--- src/rtl/regfile_scoreboard.sv ---
// Register file with two prioritised write ports, optional zero register and
// write bypass, plus a per-register pending bit used for RAW hazard detection.
module regfile_scoreboard #(
    parameter int unsigned WIDTH    = 32,
    parameter int unsigned ADDR_W   = 5,
    parameter bit          ZERO_REG = 1'b1,
    parameter bit          BYPASS   = 1'b1
) (
    input  logic              clk,
    input  logic              reset,
    input  logic [ADDR_W-1:0] rs0_addr,
    input  logic [ADDR_W-1:0] rs1_addr,
    output logic [WIDTH-1:0]  rs0_data,
    output logic [WIDTH-1:0]  rs1_data,
    output logic              rs0_busy,
    output logic              rs1_busy,
    input  logic              wa_en,
    input  logic [ADDR_W-1:0] wa_addr,
    input  logic [WIDTH-1:0]  wa_data,
    input  logic              wb_en,
    input  logic [ADDR_W-1:0] wb_addr,
    input  logic [WIDTH-1:0]  wb_data,
    input  logic              issue_en,
    input  logic [ADDR_W-1:0] issue_addr,
    input  logic [ADDR_W-1:0] dbg_addr,
    output logic [WIDTH-1:0]  dbg_data,
    output logic [ADDR_W:0]   pending_cnt,
    output logic              wr_conflict
);

    localparam int unsigned DEPTH = 2**ADDR_W;

    logic [WIDTH-1:0]  regs_q [DEPTH];
    logic [DEPTH-1:0]  busy_q, busy_d;
    logic [ADDR_W:0]   cnt_q, cnt_d;
    logic              conflict_q, conflict_d;

    logic              wa_act, wb_act, is_act;
    logic              set_bit, clr_a, clr_b;

    logic [ADDR_W-1:0] rs_addr [2];
    logic [WIDTH-1:0]  rs_data [2];
    logic              rs_busy [2];

    // Gating with reset keeps bypassed data hidden while the async clear is held.
    assign wa_act = wa_en    && !reset && !(ZERO_REG && (wa_addr    == '0));
    assign wb_act = wb_en    && !reset && !(ZERO_REG && (wb_addr    == '0));
    assign is_act = issue_en && !reset && !(ZERO_REG && (issue_addr == '0));

    always_comb begin
        busy_d = busy_q;
        if (wa_act) busy_d[wa_addr]    = 1'b0;
        if (wb_act) busy_d[wb_addr]    = 1'b0;
        if (is_act) busy_d[issue_addr] = 1'b1;

        // A clear that coincides with a same-address issue or the other write port must not count twice.
        set_bit = is_act && !busy_q[issue_addr];
        clr_a   = wa_act && busy_q[wa_addr] && !(is_act && (issue_addr == wa_addr));
        clr_b   = wb_act && busy_q[wb_addr] && !(is_act && (issue_addr == wb_addr))
                  && !(wa_act && (wa_addr == wb_addr));
        cnt_d   = cnt_q + (ADDR_W+1)'(set_bit) - (ADDR_W+1)'(clr_a) - (ADDR_W+1)'(clr_b);

        conflict_d = wa_act && wb_act && (wa_addr == wb_addr);
    end

    always_ff @(posedge clk or posedge reset) begin
        if (reset) begin
            for (int unsigned i = 0; i < DEPTH; i++) regs_q[i] <= '0;
            busy_q     <= '0;
            cnt_q      <= '0;
            conflict_q <= 1'b0;
        end else begin
            if (wa_act) regs_q[wa_addr] <= wa_data;
            if (wb_act) regs_q[wb_addr] <= wb_data;
            busy_q     <= busy_d;
            cnt_q      <= cnt_d;
            conflict_q <= conflict_d;
        end
    end

    assign rs_addr[0] = rs0_addr;
    assign rs_addr[1] = rs1_addr;

    always_comb begin
        for (int unsigned p = 0; p < 2; p++) begin
            rs_data[p] = regs_q[rs_addr[p]];
            rs_busy[p] = busy_q[rs_addr[p]];
            if (BYPASS) begin
                if (wb_act && (wb_addr == rs_addr[p])) begin
                    rs_data[p] = wb_data;
                end else if (wa_act && (wa_addr == rs_addr[p])) begin
                    rs_data[p] = wa_data;
                end
                if (((wa_act && (wa_addr == rs_addr[p])) || (wb_act && (wb_addr == rs_addr[p])))
                    && !(is_act && (issue_addr == rs_addr[p]))) begin
                    rs_busy[p] = 1'b0;
                end
            end
        end
    end

    assign rs0_data    = rs_data[0];
    assign rs1_data    = rs_data[1];
    assign rs0_busy    = rs_busy[0];
    assign rs1_busy    = rs_busy[1];
    assign dbg_data    = regs_q[dbg_addr];
    assign pending_cnt = cnt_q;
    assign wr_conflict = conflict_q;

endmodule

--- config.mk ---
export PLATFORM = sky130hd
export DESIGN_NAME = regfile_scoreboard
export DESIGN_NICKNAME = d
export VERILOG_FILES = /design/src/rtl/regfile_scoreboard.sv
export SDC_FILE = /design/constraint.sdc
export NUM_CORES = 2
export LEC_CHECK = 0
export CAP_MARGIN = 20
export CORE_MARGIN = 2
export CORE_UTILIZATION = 50
export DETAILED_ROUTE_END_ITERATION = 7
export GPL_ROUTABILITY_DRIVEN = 0
export PLACE_DENSITY = 0.75
export REMOVE_ABC_BUFFERS = 1
export SLEW_MARGIN = 20
export SYNTH_ARGS = -nofsm -noshare
export SYNTH_HDL_FRONTEND = slang
export SYNTH_SLANG_ARGS = --single-unit
--- constraint.sdc ---
create_clock -name clk -period 45.1 [get_ports clk]
set_input_delay 4.51 -clock clk [delete_from_list [all_inputs] [get_ports clk]]
set_output_delay 4.51 -clock clk [all_outputs]
set_load 0.05 [all_outputs]
==> reports/results.ini <==
[yosys]
avgSynthCellArea_um2 = 10.6
synth_top_area_share_pct = 34.8
synthCells = 7172
yosysSeqAreaShare_pct = 34.8
yosys_warnings = 0
synth.most_common_cell = mux2i_1
ys_types = 61
ys_ff_latch = 1063
synth_edf_count = 0
synth_area_mm2 = 0.0763
synth_flop_cell = dfrtp_1
ys_async_sr_fraction_pct = 100
yosys-top-cells-area = dfrtp_1 35%, mux4_2 21%, mux2i_1 18%, a21oi_1 4.4%, nor2_1 3.8%
ys_top_cells_by_count = 1,366 x mux2i_1, 1,063 x dfrtp_1, 775 x nor2_1, 709 x mux4_2, 670 x a21oi_1
synth_top_area_cell = dfrtp_1

[power]
ir_drop_v = 0.0000334
leakagePower_nw = 35.3
pwr_density_cell_mw_per_mm2 = 42.7

[clocking]
clk_pin_slew_ns = 0.07
post_cts_resized = 0
root_buffer = clkbuf_16
cts_setup_buffers = 0
cts_tree = yes
clock_latency_ns = 0.79
numClockSinks = 1063
holdBufCountCts = 0
clock_path_buffers = 3
cts.htree.levels = 3
numCtsBuffers = 115

[final_layout]
nNetsFinal = 6891
n_fill_cell = 12700
final_core_util_pct = 54.8
layout-drive-gt1-share_pct = 18.3
finalNonFillerCells = 8919
syn_to_final_growth_pct = 8.82

[worst_setup_path]
r2r_end = pending_cnt[5]$_DFF_PP0_
critPathSlowestCell = nand3b_1
worstPathBufferInverterCount = 4
crit_required_ns = 40.59
crit_cells = 10
r2r-start = busy_q[27]$_DFF_PP0_
cp-start-kind = primary input
crit_fanout = 32
arrival_ns = 10.08
crit_chain = clkdlybuf4s50_1 -> nor3_1 -> a21oi_2 -> nand3_2 -> buf_4 -> nand3b_1 -> buf_4 -> o22ai_1 -> nor2_1 -> clkdlybuf4s50_1
r2r_slack_ns = 41.51
r2r_cells = 14
crit_type = primary input to output port
crit_path_max_incr_delay_ns = 0.94
worstSetupEndpointType = output port
crit_family = buffers and inverters

[status]
failed_checks = design-rule violations
status = finished, violations left

[detailed_routing]
ant_nets = 0
drtPass1Iterations = 8
detail_route.wl_per_cell_um = 35.5
viasPerCell = 7.57
drc = 15
drtIter0Drc = 13500
num_vias = 67500
drt_wl_total_um = 317000

[timing]
maxSlewHeadroom_pct = 12.2
fmax_mhz = 68.5
grt_setup_unrepaired = no
fin_crit_sh_pct = 32.4
period_minus_slack_ns = 14.59
hold_violations = 0
tightestPinTransition_ns = 1.32
maxSlewViolCount = 0
fin_setup_tns_ns = 0
report.final.setup_viol = 0
clock_skew_ns = 0.0189

[grt]
grt_pass1_wl_um = 456000
grt-ovfl-total = 0
grt_pass1_vias = 65000
antenna_found_initial = 18
grt_max_degree = 171
track_usage_pct = 39.9

[floorplan]
row_count = 143
die_h_um = 395
initial_core_util_pct = 50.3
core-area_mm2 = 0.152
die-area_mm2 = 0.156
ios = 204
die_w_um = 395

[run]
maxCapViolations = 0

[worst_hold_path]
hold_start = regs_q[1006]$_DFF_PP0_
min_path_cells = 0
hold_path_end = regs_q[1006]$_DFF_PP0_
min_path_type = flip-flop to flip-flop

[placement]
portBuffers = 203
dp.cells = 8684
dp_hpwl_um = 169000

## state kept, by name, summed over array words and instances (netlist names)
name,flops
busy_q,32
wr_conflict,1
pending_cnt,6
regs_q,1024
## final cells by class
cell class	instances	area [µm²]	share of cell area (%)
antenna	13	32.5	0.0392
clock buffer	161	3330	4.01
clock inverter	48	533	0.642
inverter	23	98.8	0.119
multi-input combinational	5165	46000	55.4
sequential	1063	26600	32.0
tap	2030	2540	3.06
timing repair buffer	416	3920	4.72
## metal layers
layer,GRT usage [%],wire length (µm),share of wire [%],vias up
met1,48.1,103000,32,32600
met2,54.5,128000,40,6897
met5,0.154,221,0.070,-
li1,-,-,-,26000
met4,29.5,28800,9.1,24
met3,19.9,56700,18,2000
## power by group
group	switching (mW)	total [mW]	internal [mW]
combinational	0.542	1.10	0.556
sequential	0.265	1.45	1.18
clock	0.435	1.00	0.568
## worst max-delay path by stage
stage,from,to,slack [ns]
2_1_floorplan,reset,busy_q[0]$_DFF_PP0_,10.67
3_3_place_gp,rs1_addr[0],rs1_data[27],30.78
5_1_grt,rs1_addr[0],rs1_data[27],30.30
6_report,wb_addr[2],rs1_data[29],30.51
3_5_place_dp,rs1_addr[0],rs1_data[27],30.79
4_1_cts,rs1_addr[0],rs1_data[27],30.76
## stage by stage
step | instance area [µm²] | total power, mW | setup slack, ns | hold WS [ns]
finish | 83100 | 3.55 | 30.51 | 0.420
global route | 83100 | 3.66 | 30.30 | 0.435
CTS | 82700 | 3.49 | 30.76 | 0.419
detailed placement | 78800 | 2.50 | 30.79 | 0.405
global placement | 78800 | 2.45 | 30.78 | 0.394
floorplan | 72100 | 2.12 | 10.67 | 0.381
## cell families after synthesis
family	count (synthesis)	share of synthesized area (%)
buffers and inverters	944	5.65
AND/OR/NAND/NOR	1431	7.45
multiplexers	2107	39.3
adder cells (fa/ha/maj)	8	0.151
AO/OA/AOI/OAI	1570	12.1
XOR/XNOR	49	0.562
flip-flops	1063	34.8
## cell usage in the layout (no fill, tap or decap), types with 72 or more instances in the layout
master	instances
clkdlybuf4s50_1	186
mux2i_1	1366
o21ai_1	72
o21ai_0	401
o22ai_1	102
nand2_1	489
nor2_1	749
mux4_2	709
a221oi_1	144
buf_4	198
a21oi_1	670
clkbuf_16	116
dfrtp_1	1063
Note: power is estimated with default switching activity, not from simulation.
